--- config.mk ---
export PLATFORM = sky130hd
export DESIGN_NAME = onehot_decode_seq_flat
export DESIGN_NICKNAME = d
export VERILOG_FILES = /design/src/rtl/onehot_decode_seq_pkg.sv /design/src/rtl/onehot_decode_seq_if.sv /design/src/rtl/onehot_decode_seq_decode.sv /design/src/rtl/onehot_decode_seq.sv /design/src/flat_wrapper.sv
export SDC_FILE = /design/constraint.sdc
export NUM_CORES = 1
export LEC_CHECK = 0
export BUFFER_PORTS_ARGS = -buffer_cell sky130_fd_sc_hd__buf_2
export CAP_MARGIN = 20
export CELL_PAD_IN_SITES_DETAIL_PLACEMENT = 1
export CELL_PAD_IN_SITES_GLOBAL_PLACEMENT = 1
export CORE_MARGIN = 3
export CORE_UTILIZATION = 30
export DETAILED_ROUTE_END_ITERATION = 8
export PLACE_DENSITY = 0.65
export SETUP_SLACK_MARGIN = 0.3
export SLEW_MARGIN = 20
export SYNTH_ARGS = -nofsm -noshare
export SYNTH_HDL_FRONTEND = slang
export SYNTH_SLANG_ARGS = --single-unit
export TNS_END_PERCENT = 30
--- constraint.sdc ---
create_clock -name clk -period 5.65 [get_ports clk]
set_clock_uncertainty 0.15 [all_clocks]
set_input_delay 0.2825 -clock clk [delete_from_list [all_inputs] [get_ports clk]]
set_output_delay 0.2825 -clock clk [all_outputs]
set_load 0.01 [all_outputs]
--- src/rtl/onehot_decode_seq_pkg.sv ---
// Shared types for the one-hot decode sequencer.
package onehot_pkg;

  typedef enum logic {
    MODE_SINGLE = 1'b0,
    MODE_SWEEP  = 1'b1
  } mode_t;

  typedef enum logic {
    ST_IDLE,
    ST_SWEEP
  } state_t;

endpackage

--- src/rtl/onehot_decode_seq_if.sv ---
// Request/beat handshake bundle for onehot_decode_seq.
interface onehot_decode_seq_if
  import onehot_pkg::*;
#(
  parameter int IDX_W     = 7,
  parameter int NUM_LINES = 2 ** IDX_W
) ();

  logic                 in_valid;
  logic                 in_ready;
  mode_t                in_mode;
  logic [IDX_W-1:0]     in_idx;
  logic                 abort;
  logic                 out_valid;
  logic                 out_ready;
  logic [NUM_LINES-1:0] out_onehot;
  logic [IDX_W-1:0]     out_idx;
  logic                 out_last;
  logic                 out_err;
  logic                 busy;

  // Requester / beat consumer side
  modport master (
    output in_valid, in_mode, in_idx, abort, out_ready,
    input  in_ready, out_valid, out_onehot, out_idx, out_last, out_err, busy
  );

  // Decoder side
  modport slave (
    input  in_valid, in_mode, in_idx, abort, out_ready,
    output in_ready, out_valid, out_onehot, out_idx, out_last, out_err, busy
  );

endinterface

--- src/rtl/onehot_decode_seq_decode.sv ---
// Combinational index to one-hot decoder with out-of-range flag.
module onehot_decode #(
  parameter int IDX_W     = 7,
  parameter int NUM_LINES = 2 ** IDX_W
) (
  input  logic [IDX_W-1:0]     idx,
  output logic [NUM_LINES-1:0] onehot,
  output logic                 range_err
);

  // One extra bit so NUM_LINES == 2**IDX_W is representable
  localparam logic [IDX_W:0]     LIMIT = (IDX_W + 1)'(NUM_LINES);
  localparam logic [NUM_LINES-1:0] ONE = NUM_LINES'(1);

  // Shift a single set bit into place; out-of-range indices give all-zero
  always_comb begin
    range_err = ({1'b0, idx} >= LIMIT);
    onehot    = range_err ? '0 : (ONE << idx);
  end

endmodule

--- src/rtl/onehot_decode_seq.sv ---
// Registered one-hot decoder with SINGLE and SWEEP request modes.
module onehot_decode_seq
  import onehot_pkg::*;
#(
  parameter int IDX_W     = 7,
  parameter int NUM_LINES = 2 ** IDX_W
) (
  input logic                clk,
  input logic                rst,
  onehot_decode_seq_if.slave bus
);

  localparam logic [IDX_W-1:0] LAST_IDX = IDX_W'(NUM_LINES - 1);

  state_t               state;
  logic [IDX_W-1:0]     cnt;
  logic                 adv;
  logic                 accept;
  logic [IDX_W-1:0]     dec_idx;
  logic [NUM_LINES-1:0] dec_oh;
  logic                 dec_err;

  logic                 ov;
  logic [NUM_LINES-1:0] ooh;
  logic [IDX_W-1:0]     oidx;
  logic                 olast;
  logic                 oerr;

  // Handshake qualifiers and decoder operand selection
  always_comb begin
    adv     = !ov | bus.out_ready;
    accept  = bus.in_valid & (state == ST_IDLE) & adv;
    dec_idx = (state == ST_IDLE) ? bus.in_idx : cnt;
  end

  onehot_decode #(
    .IDX_W     (IDX_W),
    .NUM_LINES (NUM_LINES)
  ) u_decode (
    .idx       (dec_idx),
    .onehot    (dec_oh),
    .range_err (dec_err)
  );

  // FSM, sweep counter and output register
  always_ff @(posedge clk or posedge rst) begin
    if (rst) begin
      state <= ST_IDLE;
      cnt   <= '0;
      ov    <= 1'b0;
      ooh   <= '0;
      oidx  <= '0;
      olast <= 1'b0;
      oerr  <= 1'b0;
    end else begin
      case (state)
        ST_IDLE: begin
          if (accept) begin
            ov   <= 1'b1;
            oidx <= bus.in_idx;
            ooh  <= dec_oh;
            oerr <= dec_err;
            // A sweep starting on the final line is a one-beat request and
            // never enters SWEEP; cnt holds the next line to issue.
            if (bus.in_mode == MODE_SWEEP && !dec_err && bus.in_idx != LAST_IDX) begin
              state <= ST_SWEEP;
              olast <= 1'b0;
              cnt   <= bus.in_idx + 1'b1;
            end else begin
              olast <= 1'b1;
            end
          end else if (adv) begin
            ov    <= 1'b0;
            ooh   <= '0;
            oidx  <= '0;
            olast <= 1'b0;
            oerr  <= 1'b0;
          end
        end
        ST_SWEEP: begin
          if (bus.abort) begin
            // Pending beat is kept as-is; only a consumed one is cleared
            state <= ST_IDLE;
            if (adv) begin
              ov    <= 1'b0;
              ooh   <= '0;
              oidx  <= '0;
              olast <= 1'b0;
              oerr  <= 1'b0;
            end
          end else if (adv) begin
            ov    <= 1'b1;
            oidx  <= cnt;
            ooh   <= dec_oh;
            oerr  <= dec_err;
            olast <= (cnt == LAST_IDX);
            if (cnt == LAST_IDX) begin
              state <= ST_IDLE;
            end else begin
              cnt <= cnt + 1'b1;
            end
          end
        end
        default: state <= ST_IDLE;
      endcase
    end
  end

  assign bus.in_ready   = (state == ST_IDLE) & adv;
  assign bus.busy       = (state == ST_SWEEP);
  assign bus.out_valid  = ov;
  assign bus.out_onehot = ooh;
  assign bus.out_idx    = oidx;
  assign bus.out_last   = olast;
  assign bus.out_err    = oerr;

endmodule
--- src/flat_wrapper.sv ---
// flat-port wrapper written by rule: the top's interface ports become plain ports
module onehot_decode_seq_flat import onehot_pkg::*;
#(
  parameter int IDX_W     = 7,
  parameter int NUM_LINES = 2 ** IDX_W
)
  (clk, rst, bus_in_valid, bus_in_mode, bus_in_idx, bus_abort, bus_out_ready, bus_in_ready, bus_out_valid, bus_out_onehot, bus_out_idx, bus_out_last, bus_out_err, bus_busy);
  onehot_decode_seq_if #(.IDX_W(IDX_W), .NUM_LINES(NUM_LINES)) bus_i ();
  input logic clk;
  input logic rst;
  input wire logic [$bits(bus_i.in_valid)-1:0] bus_in_valid;
  input wire logic [$bits(bus_i.in_mode)-1:0] bus_in_mode;
  input wire logic [$bits(bus_i.in_idx)-1:0] bus_in_idx;
  input wire logic [$bits(bus_i.abort)-1:0] bus_abort;
  input wire logic [$bits(bus_i.out_ready)-1:0] bus_out_ready;
  output wire logic [$bits(bus_i.in_ready)-1:0] bus_in_ready;
  output wire logic [$bits(bus_i.out_valid)-1:0] bus_out_valid;
  output wire logic [$bits(bus_i.out_onehot)-1:0] bus_out_onehot;
  output wire logic [$bits(bus_i.out_idx)-1:0] bus_out_idx;
  output wire logic [$bits(bus_i.out_last)-1:0] bus_out_last;
  output wire logic [$bits(bus_i.out_err)-1:0] bus_out_err;
  output wire logic [$bits(bus_i.busy)-1:0] bus_busy;
  assign bus_i.in_valid = bus_in_valid;
  assign bus_i.in_mode = bus_in_mode;
  assign bus_i.in_idx = bus_in_idx;
  assign bus_i.abort = bus_abort;
  assign bus_i.out_ready = bus_out_ready;
  assign bus_in_ready = bus_i.in_ready;
  assign bus_out_valid = bus_i.out_valid;
  assign bus_out_onehot = bus_i.out_onehot;
  assign bus_out_idx = bus_i.out_idx;
  assign bus_out_last = bus_i.out_last;
  assign bus_out_err = bus_i.out_err;
  assign bus_busy = bus_i.busy;
  onehot_decode_seq #(.IDX_W(IDX_W), .NUM_LINES(NUM_LINES)) u_core (.clk(clk), .rst(rst), .bus(bus_i));
endmodule
# Word level (Yosys, flattened, before mapping)

Index checks and enable logic that the tools add are counted.

Memories: 0
Flip-flop bits (word level): 146
Bits in writable memories: 0
Memory bits (read-only): 0
Output and inout bits: 140
Bits in latches: 0

Muxes and demuxes: 37
Equal/unequal tests: 8
Divide/modulo/power cells: 0
Bitwise operators: 5
Reductions and logical operators: 3
Shift operators: 1
Magnitude comparators: 0
$mul: 0
Add/subtract/negate cells: 2

Operator list:

| kind                                                  | count |
|---|---|
| two-way mux 128 bit                                   | 4 |
| case mux 128 bit (2 select lines)                     | 1 |
| << shifter 1 x 7 -> 128 bit, first input constant     | 1 |
| two-way mux 7 bit                                     | 10 |
| case mux 7 bit (2 select lines)                       | 2 |
| two-way mux 1 bit                                     | 16 |
| adder 7 x 1 -> 7 bit, second input constant           | 2 |
| inequality test 2 bit, second input constant          | 4 |
| case mux 1 bit (2 select lines)                       | 4 |
| == test 7 bit, second input constant                  | 1 |
| inequality test 7 bit, second input constant          | 1 |
| AND reduction 5 bit                                   | 1 |
| AND 1 bit                                             | 3 |
| inequality test 3 bit, second input constant          | 1 |
| inequality test 2 x 1 -> 1 bit, second input constant | 1 |
| logical AND 1 bit                                     | 1 |
| zero test 1 bit                                       | 1 |
| inverter 1 bit                                        | 1 |
| bitwise OR 1 bit                                      | 1 |

# Logic depth before layout (Yosys ltp)

Depth after elaboration: 5
Gate-level depth with buffers: 9
Depth with buffers taken out: 7

# Cells and area by module

Synthesis repeated with hierarchy kept, for this count alone.

Cells, all modules: 577
Area total of the unflattened synthesis: 6,618.8 µm²

Modules (own cells, without submodules):

| module            | cells an instance | times used | area an instance (µm²) |
|---|---|---|---|
| onehot_decode_seq | 378               | 1          | 5,534.1 |
| onehot_decode     | 199               | 1          | 1,084.8 |

# Worst setup path before layout

OpenSTA, ideal clock, no wires.

Kind: register -> register
Start point: register u_core.state (netlist: u_core.bus.busy)
End point: register u_core.cnt[4]
Library setup time: 125 ps
Period minus slack after synthesis: 2,230 ps
Slack: 3,420 ps
Arrival time: 1,955 ps
Stages on the path, launching flop included: 10
Cell sequence: dfrtp_1 -> buf_6 -> buf_2 -> mux2i_1 -> inv_1 -> ha_1 -> nand4b_1 -> nand2_1 -> xor2_1 -> mux2_2

Word-level cells in the longest chain between the ends: 5
Elaborated cells between the ends (all ways): 10
Those cells by class: eq/ne: 5; mux: 1; bitwise: 3; reduce/logical: 1

RTL lines:

| element                                  | line                                             | RTL |
|---|---|---|
| from (decl)                              | onehot_decode_seq.sv:15                          | `state_t state;` |
| from (signal assigned)                   | onehot_decode_seq.sv:48                          | `state <= ST_IDLE;` |
| from (signal assigned)                   | onehot_decode_seq.sv:66                          | `state <= ST_SWEEP;` |
| from (signal assigned)                   | onehot_decode_seq.sv:83                          | `state <= ST_IDLE;` |
| inverter 1 bit                           | onehot_decode_seq.sv:32, onehot_decode_seq.sv:56 |  |
| AND 1 bit (2 in series)                  | onehot_decode_seq.sv:32                          | `accept = bus.in_valid & (state == ST_IDLE) & adv;` |
| inequality test 2 x 1 -> 1 bit (no line) | n/a                                              |  |
| AND reduction 5 bit (no line)            | n/a                                              |  |
| to (signal assigned)                     | onehot_decode_seq.sv:68                          | `cnt <= bus.in_idx + 1'b1;` |
| to (signal assigned)                     | onehot_decode_seq.sv:100                         | `cnt <= cnt + 1'b1;` |
| to (decl)                                | onehot_decode_seq.sv:16                          | `logic [IDX_W-1:0] cnt;` |

Parallel ways exist; a longest one is shown, timed or not.
A chain may end at the register's enable or synchronous reset.

# Worst setup path in the final report

Start point: register u_core.state (netlist: u_core.bus.busy)
End point: register u_core.ooh[23] (netlist: u_core.bus.out_onehot[23])

Word-level cells in the longest chain between the ends: 5
Elaborated cells between the ends (all ways): 10
Those cells by class: eq/ne: 1; shift: 1; mux: 5; bitwise: 3

RTL lines:

| element                                                         | line                                                                      | RTL |
|---|---|---|
| two-way mux 7 bit / inverter 1 bit (equally long branches)      | onehot_decode_seq.sv:33, onehot_decode_seq.sv:32, onehot_decode_seq.sv:56 |  |
| << shifter 1 x 7 -> 128 bit / AND 1 bit (equally long branches) | onehot_decode_seq_decode.sv:18, onehot_decode_seq.sv:32                   |  |
| two-way mux 128 bit / AND 1 bit (equally long branches)         | onehot_decode_seq.sv:91, onehot_decode_seq.sv:32                          |  |
| two-way mux 128 bit, on equally long branches                   | onehot_decode_seq.sv:81, onehot_decode_seq.sv:58                          |  |
| case mux 128 bit (2 select lines)                               | onehot_decode_seq.sv:56                                                   | `case (state)` |
| to (signal assigned)                                            | onehot_decode_seq.sv:61                                                   | `ooh <= dec_oh;` |
| to (signal assigned)                                            | onehot_decode_seq.sv:94                                                   | `ooh <= dec_oh;` |
| to (decl)                                                       | onehot_decode_seq.sv:24                                                   | `logic [NUM_LINES-1:0] ooh;` |

Parallel ways exist; a longest one is shown, timed or not. The select of a mux whose other input is x is not followed.

==> impl_metrics.json <==
{
  "outcome": "completed",
  "initial_core_util_pct": 31.2,
  "tightest_slew_ns": 1.07,
  "routed-via-count": 4792,
  "required_ns": 5.78,
  "nets": 716,
  "via_per_inst": 5.11,
  "clock-sinks": 146,
  "area_growth_pct": 25.5,
  "antenna_left": 0,
  "clk_pin_slew_worst_paths_ns": 0.06,
  "whs_path_depth": 3,
  "post_cts_resized": 0,
  "whs_endpoint": "u_core.bus.out_idx[1]$_DFFE_PP0P_",
  "reg2reg_from": "u_core.bus.busy$_DFF_PP0_",
  "syn_area_um2": 5730,
  "syn_nets": 571,
  "rrSetupSlack_ns": 2.84,
  "holdCritPathClass": "input port to register",
  "drive_gt1_share_pct": 27.7,
  "synth_ff_type": "dfrtp_1",
  "crit_fanout": 31,
  "drt_iter0_markers": 457,
  "p_leak_uw": 0.00370,
  "vdd.ir_drop.worst_v": 0.000223,
  "wl_um": 19600,
  "setup_tns_ns": 0,
  "pin_count": 153,
  "synth_seq_cells": 146,
  "finalCriticalPeriod_ns": 2.81,
  "synth_area_leaders": "dfrtp_1, o21ai_0, nand2_1",
  "avgRoutedWirePerCell_um": 20.9,
  "finalHoldViolations": 0,
  "cts-root-buf": "clkbuf_16",
  "end_kind": "register",
  "num_rows": 49,
  "htreeDepth": 4,
  "min_period_over_period_pct": 49.8,
  "max_freq_ghz": 0.355,
  "maxCapViolCount": 0,
  "drcViolationCount": 0,
  "rsz0062_at_grt": "false",
  "reg2regPathDepth": 6,
  "diodes": 0,
  "dr.pass1.iters": 5,
  "synth_top_area_share_pct": 63.7,
  "timing.rr.end": "u_core.bus.out_onehot[23]$_DFFE_PP0P_",
  "tritoncts": "done",
  "die_y_um": 144,
  "yosysTopAreaCell": "dfrtp_1",
  "clk_latency_ns": 0.43,
  "grt_usage_pct": 19.3,
  "die_width_um": 144,
  "async_flop_share_pct": 100,
  "hold_ws_ns": 0.0226,
  "synth-edff-count": 0,
  "yosys_warnings": 0,
  "gp_congestion": 0.862,
  "crit_type": "register to register",
  "grt_pass1_wl_um": 29800,
  "die_area_um2": 20800,
  "crit_start": "u_core.bus.busy$_DFF_PP0_",
  "synth.avg_cell_area_um2": 10.4,
  "fillers": 2120,
  "power.density_nw_per_um2": 347,
  "relSlewSlack_pct": 28.9,
  "grt_max_degree": 103,
  "post_dp_cell_area_um2": 6680,
  "dp_hpwl_um": 13100,
  "cts_buffers": 17,
  "fin_util_pct": 39.1,
  "antenna_found_initial": 0,
  "setup_violations": 0,
  "ys_types": 42,
  "yosysSeqAreaShare_pct": 63.7,
  "overflow": 0,
  "core_area_um2": 18400,
  "arrival_ns": 2.94,
  "cp-start-kind": "register",
  "clock_tree.buffer_depth": 2,
  "finalInstanceArea_um2": 7200,
  "hp-start": "bus_in_idx[1]",
  "syn_inst": 553,
  "finalPower_uw": 2500,
  "slew_violations": 0,
  "portBuffers": 152,
  "grt_pass1_vias": 4846
}
-- stage by stage --
step | worst slack, ns | instances
after floorplan | 1.29 | 553
after global placement | 3.01 | 906
after detailed placement | 2.87 | 906
after CTS | 2.85 | 937
after global routing | 2.58 | 937
final | 2.84 | 937
-- state kept, by name, summed over array words and instances (netlist names) --
name                   count
u_core.bus.out_onehot    128
u_core.bus.out_idx         7
u_core.cnt                 7
u_core.bus.busy            1
u_core.bus.out_err         1
u_core.bus.out_last        1
u_core.bus.out_valid       1
-- synth_stat cells (2+ instances only) --
| library cell | count |
|---|---|
| mux2i_1 | 4 |
| nand2b_1 | 5 |
| nor2_1 | 6 |
| buf_6 | 2 |
| mux2_2 | 8 |
| ha_1 | 5 |
| inv_1 | 16 |
| nand2_1 | 157 |
| o21ai_0 | 127 |
| dfrtp_1 | 146 |
| xnor2_1 | 2 |
| nand4_1 | 3 |
| o32ai_2 | 2 |
| nand3_1 | 4 |
| and3_1 | 2 |
| o21ai_1 | 5 |
| buf_2 | 5 |
| a222oi_1 | 7 |
| a32o_1 | 2 |
| clkbuf_1 | 23 |
-- metal layers --
| layer | routed length [µm] | GRT usage [%] | vias to the layer above | share of wire (%) |
|---|---|---|---|---|
| li1 | - | - | 2164 | - |
| met1 | 8910 | 26.6 | 2430 | 45 |
| met2 | 9140 | 30.2 | 171 | 47 |
| met3 | 1110 | 4.27 | 27 | 5.6 |
| met4 | 474 | 6.87 | 0 | 2.4 |
| met5 | 0 | 0 | - | 0 |
-- layout make-up --
| type | count | area, µm² | share of cell area [%] |
|---|---|---|---|
| clock buffers | 22 | 464 | 6.45 |
| clock inverters | 7 | 37.5 | 0.522 |
| inverters | 17 | 68.8 | 0.956 |
| multi-input cells | 360 | 1890 | 26.3 |
| flip-flops and latches | 146 | 3650 | 50.8 |
| well taps | 229 | 287 | 3.98 |
| repair buffers | 156 | 796 | 11.1 |
-- worst max path at each step --
| stage | to | slack [ns] | cells after the start |
|---|---|---|---|
| floorplan | u_core.bus.busy$_DFF_PP0_ | 1.29 | 1 |
| global placement | u_core.bus.out_onehot[119]$_DFFE_PP0P_ | 3.01 | 6 |
| detailed placement | u_core.bus.out_onehot[23]$_DFFE_PP0P_ | 2.87 | 6 |
| CTS | u_core.bus.out_onehot[23]$_DFFE_PP0P_ | 2.85 | 6 |
| global route | u_core.bus.out_onehot[39]$_DFFE_PP0P_ | 2.58 | 6 |
| finish | u_core.bus.out_onehot[23]$_DFFE_PP0P_ | 2.84 | 6 |
-- kinds of logic after synthesis --
group / Yosys count / share of synthesized area [%]
AND/OR/NAND/NOR: 186 / 13.4
AO/OA/AOI/OAI: 154 / 15.7
flip-flops: 146 / 63.7
buffers and inverters: 47 / 3.45
multiplexers: 12 / 2.27
adder cells (fa/ha/maj): 5 / 1.09
XOR/XNOR: 3 / 0.458
-- critical path: stages, from the launching register on --
cell     delay, ns
dfrtp_1       0.94
mux2i_1       0.42
inv_1         0.11
ha_1          0.26
ha_1          0.26
nand2_1       0.34
o21ai_0       0.17
-- repair_timing --
item	CTS	global route
buffers inserted	0	0
hold endpoints to repair	94	0
hold buffers	2	0
-- power breakdown --
part	switching, µW	total (µW)	internal (µW)
registers	78.5	1170	1090
logic	233	333	99.3
clock network	422	993	571
total	734	2500	1760
-- cell usage in the layout, fill, tap and decap left out, drive strengths merged, types with 2 or more instances in the layout --
cell	netlist	final
a222oi	7	7
a32o	2	2
and3	2	2
buf	7	154
clkbuf	23	22
clkinv	0	6
dfrtp	146	146
dlygate4sd3	0	2
ha	5	5
inv	17	17
mux2	8	8
mux2i	4	4
nand2	157	157
nand2b	5	5
nand3	4	4
nand4	3	3
nor2	6	6
o21ai	132	132
o32ai	3	3
xnor2	2	2
No activity file was read; power rests on OpenSTA's default activity.
